**src/rtl/microtile_mon_pkg.sv**
```systemverilog
// Shared types and line levels for the microtile output monitor.
package microtile_mon_pkg;

  typedef enum logic [1:0] {
    IDLE  = 2'd0,
    START = 2'd1,
    DATA  = 2'd2,
    STOP  = 2'd3
  } tx_state_t;

  localparam int   DATA_BITS   = 8;
  localparam logic START_LEVEL = 1'b0;
  localparam logic STOP_LEVEL  = 1'b1;
  localparam logic IDLE_LEVEL  = 1'b1;

endpackage

```
**src/rtl/mon_fifo.sv**
```systemverilog
// Small circular FIFO with extra-MSB pointers; a pop on an empty FIFO with a
// concurrent push passes the write data straight through.
module mon_fifo #(
  parameter int WIDTH = 8,
  parameter int DEPTH = 4
) (
  input  logic             clk,
  input  logic             rst_n,
  input  logic             push,
  input  logic [WIDTH-1:0] wdata,
  input  logic             pop,
  output logic [WIDTH-1:0] rdata,
  output logic             full,
  output logic             empty
);

  localparam int AW = $clog2(DEPTH);
  localparam logic [AW:0] PTR_ONE = 1;

  logic [AW:0]      wr_ptr;
  logic [AW:0]      rd_ptr;
  logic [WIDTH-1:0] mem [DEPTH];
  logic             do_push;
  logic             do_pop;

  assign empty = (wr_ptr == rd_ptr);
  assign full  = (wr_ptr[AW] != rd_ptr[AW]) && (wr_ptr[AW-1:0] == rd_ptr[AW-1:0]);

  // A same-cycle pop frees the slot a full push needs, and a same-cycle push
  // supplies the word an empty pop needs.
  assign do_push = push && (!full || pop);
  assign do_pop  = pop && (!empty || push);

  assign rdata = empty ? wdata : mem[rd_ptr[AW-1:0]];

  always_ff @(posedge clk or negedge rst_n) begin
    if (!rst_n) begin
      wr_ptr <= '0;
      rd_ptr <= '0;
    end else begin
      if (do_push) wr_ptr <= wr_ptr + PTR_ONE;
      if (do_pop)  rd_ptr <= rd_ptr + PTR_ONE;
    end
  end

  always_ff @(posedge clk) begin
    if (do_push) mem[wr_ptr[AW-1:0]] <= wdata;
  end

endmodule

```
**src/rtl/microtile_out_monitor.sv**
```systemverilog
// Watches a tile's 8-bit output bus, queues each new value and serialises it
// as 8N1 frames on tx (LSB first).
module microtile_out_monitor
  import microtile_mon_pkg::*;
#(
  parameter int CLKS_PER_BIT = 16,
  parameter int FIFO_DEPTH   = 4
) (
  input  logic       clk,
  input  logic       rst_n,
  input  logic       ena,
  input  logic [7:0] tile_out,
  output logic       tx,
  output logic       busy,
  output logic       overflow
);

  localparam logic [7:0] CNT_MAX  = 8'(CLKS_PER_BIT - 1);
  localparam logic [2:0] LAST_BIT = 3'(DATA_BITS - 1);

  logic [7:0] sync1_q;
  logic [7:0] sync_q;
  logic [7:0] last_q;
  logic       push;
  logic       pop;
  logic [7:0] rdata;
  logic       full;
  logic       empty;
  logic       overflow_q;

  tx_state_t  state;
  logic [7:0] cnt;
  logic [2:0] idx;
  logic [7:0] shift_q;
  logic       bit_end;

  assign push = ena && (sync_q != last_q);

  always_ff @(posedge clk or negedge rst_n) begin
    if (!rst_n) begin
      sync1_q    <= '0;
      sync_q     <= '0;
      last_q     <= '0;
      overflow_q <= 1'b0;
    end else begin
      sync1_q <= tile_out;
      sync_q  <= sync1_q;
      // last_q follows even when the push is dropped, so queued values always differ
      if (push) last_q <= sync_q;
      if (push && full && !pop) overflow_q <= 1'b1;
    end
  end

  mon_fifo #(
    .WIDTH(8),
    .DEPTH(FIFO_DEPTH)
  ) u_fifo (
    .clk  (clk),
    .rst_n(rst_n),
    .push (push),
    .wdata(sync_q),
    .pop  (pop),
    .rdata(rdata),
    .full (full),
    .empty(empty)
  );

  assign bit_end = (cnt == CNT_MAX);
  assign pop = !empty && ((state == IDLE) || (state == STOP && bit_end));

  always_ff @(posedge clk or negedge rst_n) begin
    if (!rst_n) begin
      state   <= IDLE;
      cnt     <= '0;
      idx     <= '0;
      shift_q <= '0;
    end else begin
      if (pop) shift_q <= rdata;
      case (state)
        IDLE: begin
          cnt <= '0;
          if (!empty) state <= START;
        end
        START: begin
          if (bit_end) begin
            state <= DATA;
            idx   <= '0;
            cnt   <= '0;
          end else begin
            cnt <= cnt + 8'd1;
          end
        end
        DATA: begin
          if (bit_end) begin
            cnt <= '0;
            if (idx == LAST_BIT) state <= STOP;
            else                 idx   <= idx + 3'd1;
          end else begin
            cnt <= cnt + 8'd1;
          end
        end
        STOP: begin
          if (bit_end) begin
            cnt   <= '0;
            state <= empty ? IDLE : START;
          end else begin
            cnt <= cnt + 8'd1;
          end
        end
        default: state <= IDLE;
      endcase
    end
  end

  always_comb begin
    tx = IDLE_LEVEL;
    case (state)
      START:   tx = START_LEVEL;
      DATA:    tx = shift_q[idx];
      STOP:    tx = STOP_LEVEL;
      default: tx = IDLE_LEVEL;
    endcase
  end

  assign busy     = (state != IDLE) || !empty;
  assign overflow = overflow_q;

endmodule

```
**config.mk**
```make
export PLATFORM = sky130hd
export DESIGN_NAME = microtile_out_monitor
export DESIGN_NICKNAME = d
export VERILOG_FILES = /design/src/rtl/microtile_mon_pkg.sv /design/src/rtl/mon_fifo.sv /design/src/rtl/microtile_out_monitor.sv
export SDC_FILE = /design/constraint.sdc
export NUM_CORES = 1
export LEC_CHECK = 0
export ABC_AREA = 1
export BUFFER_PORTS_ARGS = -buffer_cell sky130_fd_sc_hd__buf_2
export CAP_MARGIN = 0
export CORE_MARGIN = 5
export CORE_UTILIZATION = 45
export CTS_CLUSTER_DIAMETER = 40
export DETAILED_ROUTE_END_ITERATION = 10
export SLEW_MARGIN = 40
export SYNTH_ARGS = -nofsm -noshare
export SYNTH_HDL_FRONTEND = slang
export SYNTH_SLANG_ARGS = --single-unit
```
**constraint.sdc**
```tcl
create_clock -name clk -period 1.87 [get_ports clk]
set_clock_uncertainty 0.1 [all_clocks]
set_input_delay 0.187 -clock clk [delete_from_list [all_inputs] [get_ports clk]]
set_output_delay 0.187 -clock clk [all_outputs]
set_load 0.02 [all_outputs]
```
# After elaboration in Yosys (flattened, before gate mapping)
# Memories as Yosys holds them, arrays and structs flattened. A register that Yosys moved wholly into a read port is not among the register bits.
# Index checks and enable logic that the tools add are counted.
[word_totals] regBits=44 ram_bits=32 in_bits=11 out_inout_bits=3 wordCells=70 mem_count=1
[memory_table] memory="u_fifo.mem" words=4 word_bits=8 read_ports=1 rd_clocked_by_memory_dff=1 write_ports=1 line_no="mon_fifo.sv:22" rtl="logic [WIDTH-1:0] mem [DEPTH];"
[op_classes] addsub=4 order_cmp=1 eq_ne=15 n_mux=18 reduce_logical=22
[ops] cell="8-bit case mux with 2 select lines" count=1
[ops] cell="2-bit inequality test (second input constant)" count=6
[ops] cell="2-bit 2-to-1 mux" count=5
[ops] cell="3-bit by 1-bit adder with 3-bit output (second input constant)" count=3
[ops] cell="3-bit 2-to-1 mux" count=3
[ops] cell="8-bit by 1-bit adder with 8-bit output (second input constant)" count=1
[ops] cell="8-bit by 4-bit == test with 1-bit output (second input constant)" count=1
[ops] cell="1-bit logical AND" count=8
[ops] cell="8-bit 2-to-1 mux" count=1
[ops] cell="8-bit inequality test" count=1
[ops] cell="2-bit case mux with 4 select lines" count=1
[ops] cell="3-bit case mux with 2 select lines" count=1
[ops] cell="5-bit AND reduction" count=1
[ops] cell="2-bit == test (second input constant)" count=2
[ops] cell="1-bit logical NOT" count=4
[ops] cell="1-bit logical OR" count=4
[ops] cell="3-bit by 4-bit < comparator with 1-bit output (second input constant)" count=1
[ops] cell="1-bit 2-to-1 mux" count=4
[ops] cell="4-bit AND reduction" count=1
[ops] cell="2-bit nonzero test" count=2
[ops] cell="1-bit binary-select mux with 3-bit select" count=1
[ops] cell="3-bit == test" count=1
[ops] cell="3-bit == test (second input constant)" count=1
[ops] cell="3-bit OR reduction" count=1
[ops] cell="5 further kinds" count=5

# Longest topological paths before layout
# Gate-level depths: netlist of run 1.
[depth] word_depth=8 depth_mapped=11 ltp_nobuf=11

# Modules after synthesis
# From an unflattened synthesis of run 1, not the netlist that was laid out.
[unflattened] cells_unflattened=391 hier_area_um2=3870.0
[modules_own_cells] module="microtile_out_monitor" instances=1 cells_per_inst=218 area_per_inst_um2=2053.2 seq_area_each_um2=1151.1
[modules_own_cells] module="mon_fifo" instances=1 cells_per_inst=173 area_per_inst_um2=1816.7 seq_area_each_um2=1111.1

# Worst setup path after synthesis of run 1
# Ideal clock, no wire load.
[synth_path] path_type="reg-to-reg" from="register cnt[0]" to="memory u_fifo.mem[0][0] (enable)" setup_ps=371 t_arrival_ps=1496 required_ps=1399 slack_ps=-96 stages_incl_launch_ff=10 path_buffers=0 synth_period_minus_slack_ps=1966 path_cell_list="dfrtp_1 -> ha_1 -> nand2_1 -> inv_1 -> nand2_2 -> nor2_4 -> nand2_2 -> nand3_2 -> nand3_4 -> nor2_1"
[synth_between] elab_chain_cells=8
[synth_lines] item="start: declaration" line_no="microtile_out_monitor.sv:32" rtl="logic [7:0] cnt;"
[synth_lines] item="start signal: assignment" line_no="microtile_out_monitor.sv:90" rtl="cnt <= cnt + 8'd1;"
[synth_lines] item="start signal: assignment" line_no="microtile_out_monitor.sv:99" rtl="cnt <= cnt + 8'd1;"
[synth_lines] item="start signal: assignment" line_no="microtile_out_monitor.sv:107" rtl="cnt <= cnt + 8'd1;"
[synth_lines] item="8-bit by 4-bit == test with 1-bit output" line_no="microtile_out_monitor.sv:68" rtl="assign bit_end = (cnt == CNT_MAX);"
[synth_lines] item="1-bit logical AND" line_no="microtile_out_monitor.sv:69" rtl="assign pop = !empty && ((state == IDLE) || (state == STOP && bit_end));"
[synth_lines] item="1-bit logical OR" line_no="microtile_out_monitor.sv:69"
[synth_lines] item="1-bit logical AND" line_no="microtile_out_monitor.sv:69"
[synth_lines] item="1-bit logical OR" line_no="mon_fifo.sv:31" rtl="assign do_push = push && (!full || pop);"
[synth_lines] item="1-bit logical AND" line_no="mon_fifo.sv:31"
[synth_lines] item="1-bit 2-to-1 mux" line_no="mon_fifo.sv:47" rtl="if (do_push) mem[wr_ptr[AW-1:0]] <= wdata;"
[synth_lines] item="1-bit 2-to-1 mux (not written as such)" line_no="mon_fifo.sv:47"
[synth_lines] item="end: declaration" line_no="mon_fifo.sv:22"
# Every way passes these cells.

# Worst setup path in the final report of run 1
[layout_path] from="register cnt[0]" to="memory u_fifo.mem[0][2] (enable)"
# The elaborated chain is that of the path after synthesis.

==> results.sh, run 1 <==
export IMPL_status="complete, no violations"
export IMPL_worst_ep_required_time_ns=1.83
export IMPL_cts_max_level=3
export IMPL_cap_violations=0
export IMPL_vias=2447
export IMPL_ant_nets=0
export IMPL_synth_xor_area_share_pct=2.36
export IMPL_cts_root_buf="clkbuf_8"
export IMPL_ff_latch_area_mm2=0.00226
export IMPL_synth_mux_area_share_pct=0
export IMPL_maxSlewViolCount=0
export IMPL_vdd_ir_drop_max_mv=0.586
export IMPL_path_class="reg2reg"
export IMPL_seq_area_frac_synth_pct=61.9
export IMPL_crit_fanout=8
export IMPL_synthCells=349
export IMPL_drt_total_wl_um=6840
export IMPL_fp_dieW_um=100
export IMPL_core_area_mm2=0.00781
export IMPL_portBuffers=13
export IMPL_synth_fa_ha_area_share_pct=4.45
export IMPL_synth_area_leaders="dfrtp_1 36%, edfxtp_1 26%, nand2_1 9.1%, ha_1 4.4%, nor2_1 3.5%"
export IMPL_syn_area_mm2=0.00366
export IMPL_slew_headroom_pct=72.5
export IMPL_cts_tree="built"
export IMPL_num_rows=32
export IMPL_power_density_mw_per_mm2=1390
export IMPL_nNetsFinal=428
export IMPL_worstRegToRegCells=10
export IMPL_design_area_mm2=0.00439
export IMPL_grt_pass1_wl_um=11600
export IMPL_finalCritPeriodShare_pct=96.9
export IMPL_dieHeight_um=100
export IMPL_clk_latency_ns=0.35
export IMPL_cts_num_sinks=84
export IMPL_yosys_register_bits=84
export IMPL_r2r_start="cnt[0]"
export IMPL_startpoint="cnt[0]"
export IMPL_start_kind="flip-flop"
export IMPL_grt_overflow_total=0
export IMPL_synth_distinct_cells=32
export IMPL_syn_to_final_growth_pct=20.0
export IMPL_min_from="ena"
export IMPL_worst_slack_ns=0.0585
export IMPL_p_leak_nw=2.02
export IMPL_layout_common_cells="87 x nand2_1, 50 x dfrtp_1, 32 x nor2_1, 32 x edfxtp_1, 29 x buf_4"
export IMPL_pin_count=14
export IMPL_drt_initial_drc_count=87
export IMPL_multi_input_area_mm2=0.00126
export IMPL_firstDrtPassIters=4
export IMPL_num_fill_cells=667
export IMPL_clockBufferDepth=2
export IMPL_worstSetupEndpointType="flip-flop"
export IMPL_hold_violations=0
export IMPL_die_area_mm2=0.0100
export IMPL_place_ws_ns=0.0135
export IMPL_via_per_inst=4.79
export IMPL_yosys_area_top_type="dfrtp_1"
export IMPL_placed_area_mm2=0.00395
export IMPL_grt_usage_pct=15.0
export IMPL_hpwlAfterDp_um=4860
export IMPL_path_clk_slew_ns=0.09
export IMPL_synth_top_family_by_area="simple AND/OR/NAND/NOR gates"
export IMPL_final_common_cell="nand2_1"
export IMPL_start_util_pct=46.8
export IMPL_grt_max_degree=36
export IMPL_drc=0
export IMPL_synth_compound_area_share_pct=6.64
export IMPL_yosysTopAreaCellShare_pct=35.6
export IMPL_worst_pin_slew_ns=0.409
export IMPL_synth_edf_count=32
export IMPL_yosysWarnings=0
export IMPL_gp_congestion=0.854
export IMPL_syn_avg_cell_area_um2=10.5
export IMPL_hold_class="in2reg"
export IMPL_fmax_mhz=552
export IMPL_grt_antenna_before_repair=0
export IMPL_cts_buffers=9
export IMPL_antenna_cells=0
export IMPL_whs_path_depth=3
export IMPL_layout_drive_gt1_share_pct=23.7
export IMPL_crit_arrival_ns=1.77
export IMPL_setup_viol=0
export IMPL_synth_ff_type="dfrtp_1"
export IMPL_synth_async_reset_ratio_pct=61.9
export IMPL_synth_simple_area_share_pct=19.5
export IMPL_grt_pass1_vias=2436
export IMPL_min_period_ns=1.81
export IMPL_post_drt_wl_per_cell_um=13.4
export IMPL_synth_nets=373
power breakdown:
group / internal (W) / switching, W
Sequential: 0.00233 / 0.000266
Clock: 0.000655 / 0.000672
Combinational: 0.000877 / 0.00130
Total: 0.00386 / 0.00224
final timing paths:
path / to / slack [ns]
setup / recovery: u_fifo.mem[0][2] / 0.06
hold / removal: last_q[2] / 0.09
setup reg to reg: u_fifo.mem[0][2] / 0.06
hold reg to reg: sync_q[2] / 0.25
max in group asynchronous: idx[0] / 0.95
min in group asynchronous: sync1_q[4] / 0.18
synthesized netlist by cell type (all sizes together) (2+ instances only):
| master | count |
|---|---|
| buf | 7 |
| nand3 | 18 |
| a21oi | 5 |
| ha | 13 |
| xnor2 | 6 |
| clkinv | 2 |
| xor2 | 3 |
| dfrtp | 52 |
| inv | 30 |
| edfxtp | 32 |
| o21ai | 28 |
| nand4 | 4 |
| nor3b | 2 |
| nand2 | 98 |
| a31oi | 2 |
| nor2 | 37 |
| o22ai | 8 |
cell type report:
cell class / instances / share of cell area (%)
flip-flops and latches: 84 / 51.6
repair buffers: 51 / 8.98
inverters: 32 / 2.99
clock inverters: 5 / 0.884
well taps: 102 / 2.91
clock buffers: 11 / 3.96
multi-input cells: 226 / 28.7
per-stage QoR:
stage          instances  setup TNS, ns  hold WS (ns)  power (W)  util (%)
3_5_place_dp         477              0        0.0377    0.00459      50.6
3_3_place_gp         477              0        0.0389    0.00455      50.6
2_1_floorplan        349          -3.08        -0.209    0.00405         -
5_1_grt              511        -0.0865        0.0968    0.00657      56.2
4_1_cts              506              0        0.0712    0.00602      55.1
6_report             511              0        0.0878    0.00610      56.2
flip-flops by register name (all words and copies together) (netlist names):
signal	flops
overflow	1
u_fifo.mem	32
sync_q	8
last_q	8
idx	3
shift_q	8
cnt	8
state	2
u_fifo.rd_ptr	3
sync1_q	8
u_fifo.wr_ptr	3
routing by layer:
metal	part of all wire (%)	wire (um)	track usage [%]	up-vias
met5	0	0	0	-
met4	2.9	200	7.46	0
met3	3.1	210	3.27	17
met2	47	3210	23.3	42
met1	47	3230	19.8	1132
li1	-	-	-	1256
cells by family after synthesis:
| family | count (synthesis) |
|---|---|
| AOI/OAI and AO/OA | 44 |
| xor gates and xnor gates | 9 |
| adders and majority gates | 13 |
| buffers and inverters | 39 |
| DFF | 84 |
| and+or+nand+nor | 160 |
critical path, stage by stage, from the launching register on:
cell,delay [ns]
dfrtp_1,0.39
ha_2,0.20
nand2_2,0.05
inv_2,0.07
nand2_4,0.06
nor2_4,0.10
nand2_2,0.09
nand3_4,0.10
nand3_4,0.10
nor2_1,0.11
buf_4,0.17
timing repair:
action	4_1_cts	5_1_grt
setup endpoints to repair	9	34
buffers inserted	4	5
hold buffers	9	0
pin swaps	1	6
resized for setup	4	20
endpoints found under the hold margin	25	0
Power figures use the tool's default switching activity.
==> inputs of run 2 (changes only) <==
--- a/config.mk
+++ b/config.mk
@@ -6,12 +6,12 @@
 export NUM_CORES = 1
 export LEC_CHECK = 0
 export ABC_AREA = 1
-export BUFFER_PORTS_ARGS = -buffer_cell sky130_fd_sc_hd__buf_2
 export CAP_MARGIN = 0
 export CORE_MARGIN = 5
 export CORE_UTILIZATION = 45
 export CTS_CLUSTER_DIAMETER = 40
 export DETAILED_ROUTE_END_ITERATION = 10
+export DONT_BUFFER_PORTS = 1
 export SLEW_MARGIN = 40
 export SYNTH_ARGS = -nofsm -noshare
 export SYNTH_HDL_FRONTEND = slang
==> run 2 against run 1 <==
Power fell by 1.6%. Highest routed layer unchanged. Critical path depth unchanged. Maximum frequency down 0.29%.
==> results.sh, run 2 (synthesized netlist as in run 1, its figures left out) <==
export IMPL_grt_max_degree=53
export IMPL_layout_drive_gt1_share_pct=21.7
export IMPL_clockBufferDepth=2
export IMPL_largest_reg_flops=32
export IMPL_maxSlewViolCount=0
export IMPL_gp_congestion=0.785
export IMPL_instances_no_fill=499
export IMPL_grt_antenna_before_repair=0
export IMPL_dp_cells=462
export IMPL_path_clk_slew_ns=0.09
export IMPL_num_rows=32
export IMPL_die_area_mm2=0.0100
export IMPL_vdd_ir_drop_max_mv=0.605
export IMPL_clk_latency_ns=0.35
export IMPL_start_util_pct=46.8
export IMPL_setup_viol=0
export IMPL_cts_max_level=3
export IMPL_cts_num_sinks=84
export IMPL_power_density_mw_per_mm2=1390
export IMPL_fmax_mhz=550
export IMPL_nNetsFinal=416
export IMPL_grt_pass1_vias=2419
export IMPL_portBuffers=0
export IMPL_fp_dieW_um=100
export IMPL_grt_pass1_wl_um=11400
export IMPL_cts_tree="built"
export IMPL_hold_violations=0
export IMPL_final_common_cell="nand2_1"
export IMPL_pin_count=14
export IMPL_firstDrtPassIters=4
export IMPL_start_kind="flip-flop"
export IMPL_cts_root_buf="clkbuf_8"
export IMPL_p_leak_nw=1.97
export IMPL_slew_headroom_pct=70.7
export IMPL_worstSetupEndpointType="flip-flop"
export IMPL_vias=2401
export IMPL_syn_to_final_growth_pct=18.3
export IMPL_worst_slack_ns=0.0532
export IMPL_via_per_inst=4.81
export IMPL_post_drt_wl_per_cell_um=13.1
export IMPL_drt_initial_drc_count=63
export IMPL_cp_slowest_stage_delay_ns=0.36
export IMPL_slowest_stage="dfrtp_1"
export IMPL_hold_class="in2async"
export IMPL_finalCritPeriodShare_pct=97.2
export IMPL_cts_buffers=9
export IMPL_crit_family="simple AND/OR/NAND/NOR gates"
export IMPL_place_ws_ns=-0.0140
export IMPL_path_class="reg2reg"
export IMPL_worst_ep_required_time_ns=1.83
export IMPL_ant_nets=0
export IMPL_grt_usage_pct=14.6
export IMPL_dieHeight_um=100
export IMPL_worst_pin_slew_ns=0.436
export IMPL_cap_violations=0
export IMPL_crit_fanout=8
export IMPL_drc=0
export IMPL_crit_arrival_ns=1.78
export IMPL_antenna_cells=0
export IMPL_core_area_mm2=0.00781
export IMPL_min_period_ns=1.82
export IMPL_rsz0062_at_grt="true"
export IMPL_grt_overflow_total=0
export IMPL_total_power_w=0.00600
export IMPL_layout_common_cells="88 x nand2_1, 49 x dfrtp_1, 32 x edfxtp_1"
export IMPL_status="complete, no violations"
export IMPL_drt_total_wl_um=6550
export IMPL_worst_path_buf_inv=2
export IMPL_hpwlAfterDp_um=4660
export IMPL_tns_ns=0
export IMPL_crit_path_cell_trace="ha_2, nand2_2, inv_2, nand2_4, nor2_4, nand2_2, nand3_4, nand3_4, nor2_1, buf_4"
export IMPL_hold_slack_ns=0.229
run 2: cell types whose count changed in the layout (fill, tap and decap cells not counted), sizes merged:
cell | previous run | this run
buf | 42 | 29
clkbuf | 11 | 9
bufinv | 0 | 1
clkinvlp | 0 | 1
dlygate4sd3 | 9 | 10
run 2: worst reg2reg max path: stages, from the launching register on:
cell     delay (ns)
dfrtp_1        0.36
ha_2           0.19
nand2_2        0.05
inv_2          0.08
nand2_4        0.06
nor2_4         0.10
nand2_2        0.09
nand3_4        0.10
nand3_4        0.13
nor2_1         0.13
buf_4          0.16
run 2: what timing repair did:
item,in CTS,in global routing
hold buffers,11,0
buffers inserted,3,7
hold endpoints to repair,72,0
gates resized for setup,6,17
pin swaps,2,6
endpoints found under the setup margin,34,34
run 2: power breakdown:
part           internal, W  leakage [nW]  switching, W
logic             0.000840         0.935       0.00122
clock network     0.000637         0.102      0.000676
registers          0.00233         0.931      0.000291
run 2: routing by layer:
layer / global-route usage, % / vias to the layer above / wire, um
met5: 0 / - / 0
met4: 6.22 / 0 / 113
met3: 3.41 / 14 / 277
met2: 21.8 / 38 / 3020
met1: 20.7 / 1116 / 3140
li1: - / 1233 / -
run 2: layout make-up:
type	instances	area, um2
clock buffers	9	124
clock inverters	7	83.8
fillers	677	3480
inverters	32	129
multi-input cells	226	1250
flip-flops and latches	84	2270
well taps	102	128
repair buffers	39	345
run 2: stage by stage:
step | utilization (%) | area (um2)
2_1_floorplan | - | 3660
3_3_place_gp | 49.4 | 3860
3_5_place_dp | 49.4 | 3860
4_1_cts | 54.2 | 4230
5_1_grt | 55.4 | 4330
6_report | 55.4 | 4330
run 2: final timing paths:
path | endpoint | cells past startpoint | startpoint | slack [ns]
max reg2reg | u_fifo.mem[2][6] | 10 | cnt[0] | 0.05
min reg2reg | sync_q[3] | 0 | sync1_q[3] | 0.25
min | sync1_q[1] | 2 | rst_n | 0.23
max | u_fifo.mem[2][6] | 10 | cnt[0] | 0.05
min in group clk | sync_q[3] | 0 | sync1_q[3] | 0.25
max in group asynchronous | idx[0] | 2 | rst_n | 1.19
